File: config.mk
export PLATFORM = sky130hd
export DESIGN_NAME = pattern_sequencer
export DESIGN_NICKNAME = d
export VERILOG_FILES = /design/src/rtl/pattern_sequencer.sv
export SDC_FILE = /design/constraint.sdc
export NUM_CORES = 1
export LEC_CHECK = 0
export ABC_AREA = 1
export CORE_AREA = 3 3 71 73
export DETAILED_ROUTE_END_ITERATION = 8
export DIE_AREA = 0 0 74 76
export PLACE_DENSITY = 0.81
export RECOVER_POWER = 100
export SYNTH_ARGS = -nofsm -noshare
export SYNTH_HDL_FRONTEND = slang
export SYNTH_SLANG_ARGS = --single-unit
export TNS_END_PERCENT = 1
File: constraint.sdc
create_clock -name clk -period 4.96 [get_ports clk]
set_input_delay 0.992 -clock clk [delete_from_list [all_inputs] [get_ports clk]]
set_output_delay 0.992 -clock clk [all_outputs]
set_load 0.005 [all_outputs]
File: src/rtl/pattern_sequencer.sv
// Test-pattern mode controller: latches step/select requests and applies them only
// on frame boundaries, with an optional auto-cycle that dwells a programmable number of frames.
module pattern_sequencer #(
  parameter int unsigned NUM_MODES = 3,
  parameter int unsigned DWELL_W   = 8,
  parameter int unsigned FCNT_W    = 16
) (
  input  logic               clk,
  input  logic               rst,
  input  logic [10:0]        hcnt,
  input  logic [11:0]        vcnt,
  input  logic               next_req,
  input  logic               set_valid,
  input  logic [3:0]         set_mode,
  input  logic               auto_en,
  input  logic [DWELL_W-1:0] dwell_frames,
  output logic [3:0]         mode,
  output logic               pending,
  output logic               mode_chg,
  output logic               req_err,
  output logic [FCNT_W-1:0]  frame_cnt
);

  typedef enum logic {HOLD, AUTO} state_t;

  localparam logic [3:0] LAST_MODE = 4'(NUM_MODES - 1);
  localparam logic [4:0] MODE_LIM  = 5'(NUM_MODES);

  state_t             r_state;
  logic [3:0]         r_pend_mode;
  logic [DWELL_W-1:0] r_dwell;

  logic               w_frame_tick;
  logic               w_set_ok;
  logic [DWELL_W-1:0] w_dwell_lim;
  logic [DWELL_W:0]   w_dwell_inc;
  logic               w_dwell_done;
  logic [DWELL_W-1:0] w_dwell_sat;
  logic [3:0]         w_step_base;

  // Compare-then-reset keeps the wrap free of any intermediate overflow.
  function automatic logic [3:0] inc_mode(input logic [3:0] m);
    return (m >= LAST_MODE) ? 4'd0 : m + 4'd1;
  endfunction

  always_comb begin
    w_frame_tick = (hcnt == '0) && (vcnt == '0);
    w_set_ok     = ({1'b0, set_mode} < MODE_LIM);
    w_dwell_lim  = (dwell_frames == '0) ? DWELL_W'(1) : dwell_frames;
    w_dwell_inc  = {1'b0, r_dwell} + (DWELL_W + 1)'(1);
    w_dwell_done = (w_dwell_inc >= {1'b0, w_dwell_lim});
    w_dwell_sat  = (&r_dwell) ? r_dwell : w_dwell_inc[DWELL_W-1:0];
    w_step_base  = pending ? r_pend_mode : mode;
  end

  always_ff @(posedge clk) begin
    if (rst) begin
      r_state     <= HOLD;
      r_pend_mode <= '0;
      r_dwell     <= '0;
      mode        <= '0;
      pending     <= 1'b0;
      mode_chg    <= 1'b0;
      req_err     <= 1'b0;
      frame_cnt   <= '0;
    end else begin
      mode_chg <= 1'b0;
      req_err  <= 1'b0;

      if (w_frame_tick) begin
        frame_cnt <= frame_cnt + FCNT_W'(1);
        if (pending) begin
          mode     <= r_pend_mode;
          pending  <= 1'b0;
          r_dwell  <= '0;
          mode_chg <= 1'b1;
        end else if (r_state == AUTO) begin
          if (w_dwell_done) begin
            mode     <= inc_mode(mode);
            r_dwell  <= '0;
            mode_chg <= 1'b1;
          end else begin
            r_dwell <= w_dwell_sat;
          end
        end
      end

      case (r_state)
        HOLD: if (auto_en) begin
          r_state <= AUTO;
          r_dwell <= '0;
        end
        AUTO: if (!auto_en) begin
          r_state <= HOLD;
          r_dwell <= '0;
        end
        default: r_state <= HOLD;
      endcase

      // Capture is evaluated last so a request arriving with the tick stays pending.
      if (set_valid) begin
        if (w_set_ok) begin
          r_pend_mode <= set_mode;
          pending     <= 1'b1;
        end else begin
          req_err <= 1'b1;
        end
      end else if (next_req) begin
        r_pend_mode <= inc_mode(w_step_base);
        pending     <= 1'b1;
      end
    end
  end

endmodule

==> run summary, run 1 <==
Final setup viols: 0
Die ar.: 5624 µm²
LEAKAGE: 1.454 nW
Synth Cell Area: 2237 µm²
core box area: 4414 µm²
final count of hold timing violations: 0
synth top area cells: dfxtp_1 32%, nand2_1 13%, inv_1 10%
met1 Resource Use GR: 21.52%
area leader, netlist: dfxtp_1
nets: 451
fmax: 0.2834 GHz
area share of the largest cell type after synthesis: 32.21%
GR Overflow Total: 0
Remaining DRCs: 0
Worst slew margin: 52.04%
I/O Pins: 63
crit path max fanout: 19
Worst VDD drop: 0.0001920 V
register area share after synthesis: 32.21%
Initial DRC Count: 80
P_int: 0.0004422 W
Tmin final: 3.528 ns
Power, Total: 0.0005781 W
Final HPWL DP: 3.987 mm
Slew Viols, Final: 0
global route hottest layer: met2
setup bufs post-CTS: 0
RSZ-0062 raised after global routing: no
Starting Density: 50.68%
worst hold slack: 0.4464 ns
Reg2Reg Setup Slack: 2.39 ns
max-cap check violation count: 0
global-route wire length before repair: 8.204 mm
critical path type: input port to register
Die Ht: 76 µm
GRT Util Overall: 18.04%
diodes inserted: 0
Comb pwr share: 11.7%
worst r2r path cells: 15
Clock Latency Late Sink: 0.29 ns
antenna violations before repair: 0
Reg power frac: 51.0%
Routability Congestion: 0.8185
WL/cell: 11.28 µm
register clock-pin slew on the reported worst setup and hold paths: 0.07 ns
R2R Path Start: r_dwell[0]$_SDFF_PP0_
Min-Delay Startpoint: r_pend_mode[3]$_SDFFE_PP0P_
final WL: 5.074 mm
fraction of layout instances using a drive strength above 1: 3.518%
port buffer count: 62
GR Util met2: 31.12%
Num CTS Buffers: 5
Syn Area/Cell: 6.718 µm²
Sw Share: 23.51%
Routed Antenna Nets: 0
CTS root buf: clkbuf_8
Worst Skew: 0.002471 ns
Hold-fix buffers, CTS: 0
Synth Warn #: 0
Die X: 74 µm
post_cts resized: 0
Final Cycle Share: 71.14%
Worst setup EP type: register
DR vias: 2,214
Clk pwr share: 37.3%
Power Density: 195.9 nW/µm²
WHS Endpoint: r_pend_mode[3]$_SDFFE_PP0P_
measured slew at the worst slew-check pin: 0.7173 ns
Area Overhead vs Synth: 31.88%
hold path cells: 2
setup TNS: 0 ns
vias per cell: 4.920
# H-tree levels: 2
GR Util met3: 4.222%
Rows: 24
syn nets: 387
synth unique cells: 36
CP required: 5.15 ns
first-pass iteration count of the detailed router: 5
CTS tree: yes
Worst R2R End: r_dwell[2]$_SDFF_PP0_
Seq cells post-synth: 36
Worst Hold Class: register to register
number of global-route vias before repair: 1,958
CTS sink count: 36
net switching power: 0.0001359 W
worst path arrival time: 3.72 ns
status: completed
CP Launch Type: input port
Clock Path Buffers: 2
cell count after synthesis: 333
largest net degree at the start of global routing: 20
## Yosys cell counts, drive strengths merged
library cell / instances
clkinv: 1
a41o: 1
nand3b: 2
a22oi: 1
o21ai: 15
a41oi: 1
xnor2: 4
clkbuf: 3
dfxtp: 36
nand4: 8
inv: 63
or2: 2
ha: 14
o31ai: 1
xor2: 8
nand3: 18
a21oi: 20
o21a: 1
nor3: 10
nand2: 82
a211o: 1
nor3b: 1
a31oi: 1
nor4: 3
nor2: 32
buf: 2
o22ai: 2
## metal layers
metal	up-vias	wire (µm)	share of wire, %
li1	1190	-	-
met1	968	2352	46
met2	51	2414	48
met3	5	261	5.1
met4	0	46	0.91
met5	-	0	0
## flip-flops by register name, indices dropped and copies added (netlist names)
name / cells
mode: 4
r_dwell: 8
req_err: 1
mode_chg: 1
pending: 1
r_state: 1
frame_cnt: 16
r_pend_mode: 4
## power groups by stage
stage,logic (W),clock network (W),registers (W)
6_report,0.0000677,0.000216,0.000295
5_1_grt,0.0000755,0.000233,0.000295
4_1_cts,0.0000703,0.000220,0.000295
3_5_place_dp,0.0000698,0,0.000301
3_3_place_gp,0.0000684,0,0.000301
2_1_floorplan,0.0000296,0,0.000301
## worst max-delay path by stage
stage                         start                     to  slack [ns]  cells past startpoint
floorplan           dwell_frames[1]  r_dwell[7]$_SDFF_PP0_        2.45                     16
global placement    dwell_frames[1]  r_dwell[7]$_SDFF_PP0_        1.92                     17
detailed placement  dwell_frames[1]  r_dwell[7]$_SDFF_PP0_        1.81                     17
CTS                 dwell_frames[1]  r_dwell[2]$_SDFF_PP0_        2.09                     17
global route                vcnt[7]  r_dwell[5]$_SDFF_PP0_        1.14                     10
finish                      vcnt[7]  r_dwell[2]$_SDFF_PP0_        1.43                     10
## through the flow
stage               instances  setup WS, ns  utilization, %  instance area, µm²
finish                    450         1.432           66.84                2950
detailed placement        442         1.806           65.67                2899
CTS                       450         2.092           67.77                2992
global placement          442         1.915           65.67                2899
floorplan                 333         2.447               -                2237
global route              450         1.144           66.84                2950
## cell families after synthesis
logic type | count (synthesis) | share of synthesized area [%]
and+or+nand+nor | 158 | 32.55
adders and majority gates | 14 | 7.830
AOI/OAI and AO/OA | 44 | 10.91
buffers and inverters | 69 | 11.80
xor gates and xnor gates | 12 | 4.698
DFF | 36 | 32.21
## cell type report
cell class,instances,area [µm²]
Clock buffer,6,82.58
Clock inverter,2,10.01
Fill cell,390,1464
Inverter,64,240.2
Multi-Input combinational cell,228,1211
Sequential cell,36,720.7
Tap cell,52,65.06
Timing Repair Buffer,62,620.6
## worst max-delay path: stages
cell	delay, ns
dlygate4sd3_1	0.53
or2_0	0.22
nor3_1	0.20
nand3_1	0.54
inv_1	0.50
nand3_1	0.38
nand2_2	0.13
inv_1	0.11
nand2_1	0.08
inv_1	0.03
## placed cells by master (no fill, tap or decap), drive strengths merged, types with 2 or more instances in the layout
master,synthesis,final
nand3,18,18
ha,14,14
inv,63,63
nand2,82,82
dlygate4sd3,0,25
clkdlybuf4s50,0,37
nor3,10,10
o21ai,15,15
clkinv,1,3
a21oi,20,20
nor4,3,3
dfxtp,36,36
clkbuf,3,6
or2,2,2
nand3b,2,2
nor2,32,32
xor2,8,8
o22ai,2,2
nand4,8,8
xnor2,4,4
Power figures use the tool's default switching activity.
==> run 2, diff against run 1 <==
Settings changed: CORE_AREA 3 3 71 73 to 3 3 73 75, DIE_AREA 0 0 74 76 to 0 0 76 78, PLACE_DENSITY 0.81 to 0.77.
Clock period 4.96 ns to 3.46 ns, I/O delays scaled along.
==> run 2 against run 1 <==
Net effect:
- cell count increased by 3.8%
- via count increased by 2.7%
- design area increased by 2.3%
- count of clock-buffer cells in the layout decreased by 1
- die area increased by 5.4%
- sequential power increased by 43%
- combinational power increased by 44%
- utilization decreased by 2.9 points
- critical endpoint is now r_dwell[7]$_SDFF_PP0_
- highest routed layer unchanged
==> run summary, run 2 (synthesis results as in run 1) <==
status: completed
Routed Antenna Nets: 0 (unchanged)
CP required: 3.66 ns (-1.49 ns)
GR Overflow Total: 0 (unchanged)
Die Ht: 78 µm (+2.6%)
Power, Total: 0.0008940 W (+55%)
post_cts resized: 0 (unchanged)
Worst VDD drop: 0.0002963 V (+54%)
Hold-fix buffers, CTS: 0 (unchanged)
Worst setup EP type: register
Worst Hold Class: register to register
Area Overhead vs Synth: 34.90%
Final Cycle Share: 81.23%
Reg with most FFs: frame_cnt
Worst Skew: 0.003625 ns (+0.001154 ns)
worst path arrival time: 3.01 ns (-0.71 ns)
diodes inserted: 0 (unchanged)
RSZ-0062 raised after global routing: no
Routability Congestion: 0.8269 (+1.0%)
register clock-pin slew on the reported worst setup and hold paths: 0.08 ns (about the same)
nets: 453 (+0.44%)
Rows: 25 (+4.2%)
final WL: 5.184 mm (+2.2%)
setup TNS: 0 ns (unchanged)
CTS sink count: 36 (unchanged)
Clock Latency Late Sink: 0.29 ns (about the same)
core box area: 4723 µm² (+7.0%)
crit path max fanout: 19 (unchanged)
Critical Path Max Stage Delay: 0.59 ns (+0.05 ns)
Tmin final: 2.811 ns
Clock Path Buffers: 2 (unchanged)
Comb pwr share: 10.9% (-0.8 points)
CTS root buf: clkbuf_8
WL/cell: 11.10 µm (-1.6%)
Slew Viols, Final: 0 (unchanged)
P_int: 0.0006883 W (+56%)
vias per cell: 4.867 (-1.1%)
Die X: 76 µm (+2.7%)
critical path type: input port to register
Sw Share: 23.01% (-0.50 points)
GRT Util Overall: 18.28% (+0.24 points)
Initial DRC Count: 69 (-14%)
final count of hold timing violations: 0 (unchanged)
Clk pwr share: 41.8% (+4.5 points)
I/O Pins: 63 (unchanged)
Remaining DRCs: 0 (unchanged)
Starting Density: 47.36% (-3.3 points)
DR vias: 2,273 (+2.7%)
setup bufs post-CTS: 0 (unchanged)
port buffer count: 62 (unchanged)
fraction of layout instances using a drive strength above 1: 4.000% (+0.48 points)
Final HPWL DP: 4.045 mm (+1.5%)
Final setup viols: 0 (unchanged)
max reg flops: 16 (unchanged)
global-route wire length before repair: 9.039 mm (+10%)
Worst slew margin: 46.00% (-6.0 points)
largest net degree at the start of global routing: 20 (unchanged)
net switching power: 0.0002057 W (+51%)
commonest cells after routing, fill and taps aside: 81 x nand2_1, 62 x inv_1, 37 x clkdlybuf4s50_1
CP Launch Type: input port
Power Density: 296.2 nW/µm² (+51%)
fmax: 0.3558 GHz
antenna violations before repair: 0 (unchanged)
measured slew at the worst slew-check pin: 0.8077 ns (+0.09041 ns)
first-pass iteration count of the detailed router: 4 (-1)
LEAKAGE: 1.479 nW (+1.7%)
Slowest-stage cell, CP: nand3_1
Die ar.: 5928 µm² (+5.4%)
CP Cell Sequence: clkdlybuf4s50_1 -> or2_0 -> nor3_1 -> nand3_1 -> inv_2 -> nand3_4 -> nand2_1 -> inv_1 -> nand2_1 -> inv_1
# H-tree levels: 2 (unchanged)
kind of cell adding the most delay to the critical path: simple AND/OR/NAND/NOR gates
Reg power frac: 47.2% (-3.8 points)
max-cap check violation count: 0 (unchanged)
Largest regs: frame_cnt (16), r_dwell (8)
Num CTS Buffers: 5 (unchanged)
CTS tree: yes
number of global-route vias before repair: 2,162 (+10%)
CP bufs+invs: 4 (unchanged)
commonest non-fill, non-tap cell in the layout: nand2_1
==> run 2: cell types whose count changed in the layout (fill, tap and decap cells not counted), sizes merged <==
cell and change:
buf +1, bufinv +1, clkinv -1, clkinvlp +1
==> run 2: routing by layer <==
layer	vias to the layer above	GRT usage, %	wire length [µm]
li1	1195	-	-
met1	1003	20.82	2354
met2	70	33.51	2478
met3	5	3.944	288
met4	0	6.703	62
met5	-	0	0
==> run 2: path summary, 6_finish.rpt <==
kind	from	end	slack, ns	depth (start not counted)
hold / removal	r_pend_mode[3]$_SDFFE_PP0P_	r_pend_mode[3]$_SDFFE_PP0P_	0.45	2
setup reg to reg	r_dwell[0]$_SDFF_PP0_	r_dwell[7]$_SDFF_PP0_	1.00	15
hold reg to reg	r_pend_mode[3]$_SDFFE_PP0P_	r_pend_mode[3]$_SDFFE_PP0P_	0.45	2
setup / recovery	vcnt[7]	r_dwell[7]$_SDFF_PP0_	0.65	10
==> run 2: power by group through the flow <==
stage / registers, W / logic [W] / clock network [W]
floorplan: 0.000431 / 0.0000424 / 0
global placement: 0.000432 / 0.0000992 / 0
detailed placement: 0.000432 / 0.000101 / 0
CTS: 0.000422 / 0.000101 / 0.000378
global route: 0.000423 / 0.000110 / 0.000396
finish: 0.000422 / 0.0000977 / 0.000374
==> run 2: tightest hold or removal path, cell delays in order (launching register included) <==
cell and delay (ns):
dfxtp_1 0.31, nand2_1 0.06, nor2_1 0.04
==> run 2: area by class of cell <==
cell class / count / area [µm²]
clock buffers: 5 / 68.82
repair buffers: 64 / 631.9
clock inverters: 3 / 42.54
flip-flops and latches: 36 / 720.7
inverters: 64 / 240.2
multi-input cells: 228 / 1230
well taps: 67 / 83.83
fillers: 448 / 1705
==> run 2: through the flow <==
step	cell area [µm²]	hold WS (ns)	instances	util (%)	worst slack (ns)
2_1_floorplan	2237	0.4236	333	-	1.247
3_3_place_gp	2933	0.4331	459	62.09	0.7149
3_5_place_dp	2933	0.4487	459	62.09	0.6557
4_1_cts	3044	0.4594	467	64.45	0.9634
5_1_grt	3018	0.4880	467	63.89	0.4188
6_report	3018	0.4533	467	63.89	0.6493
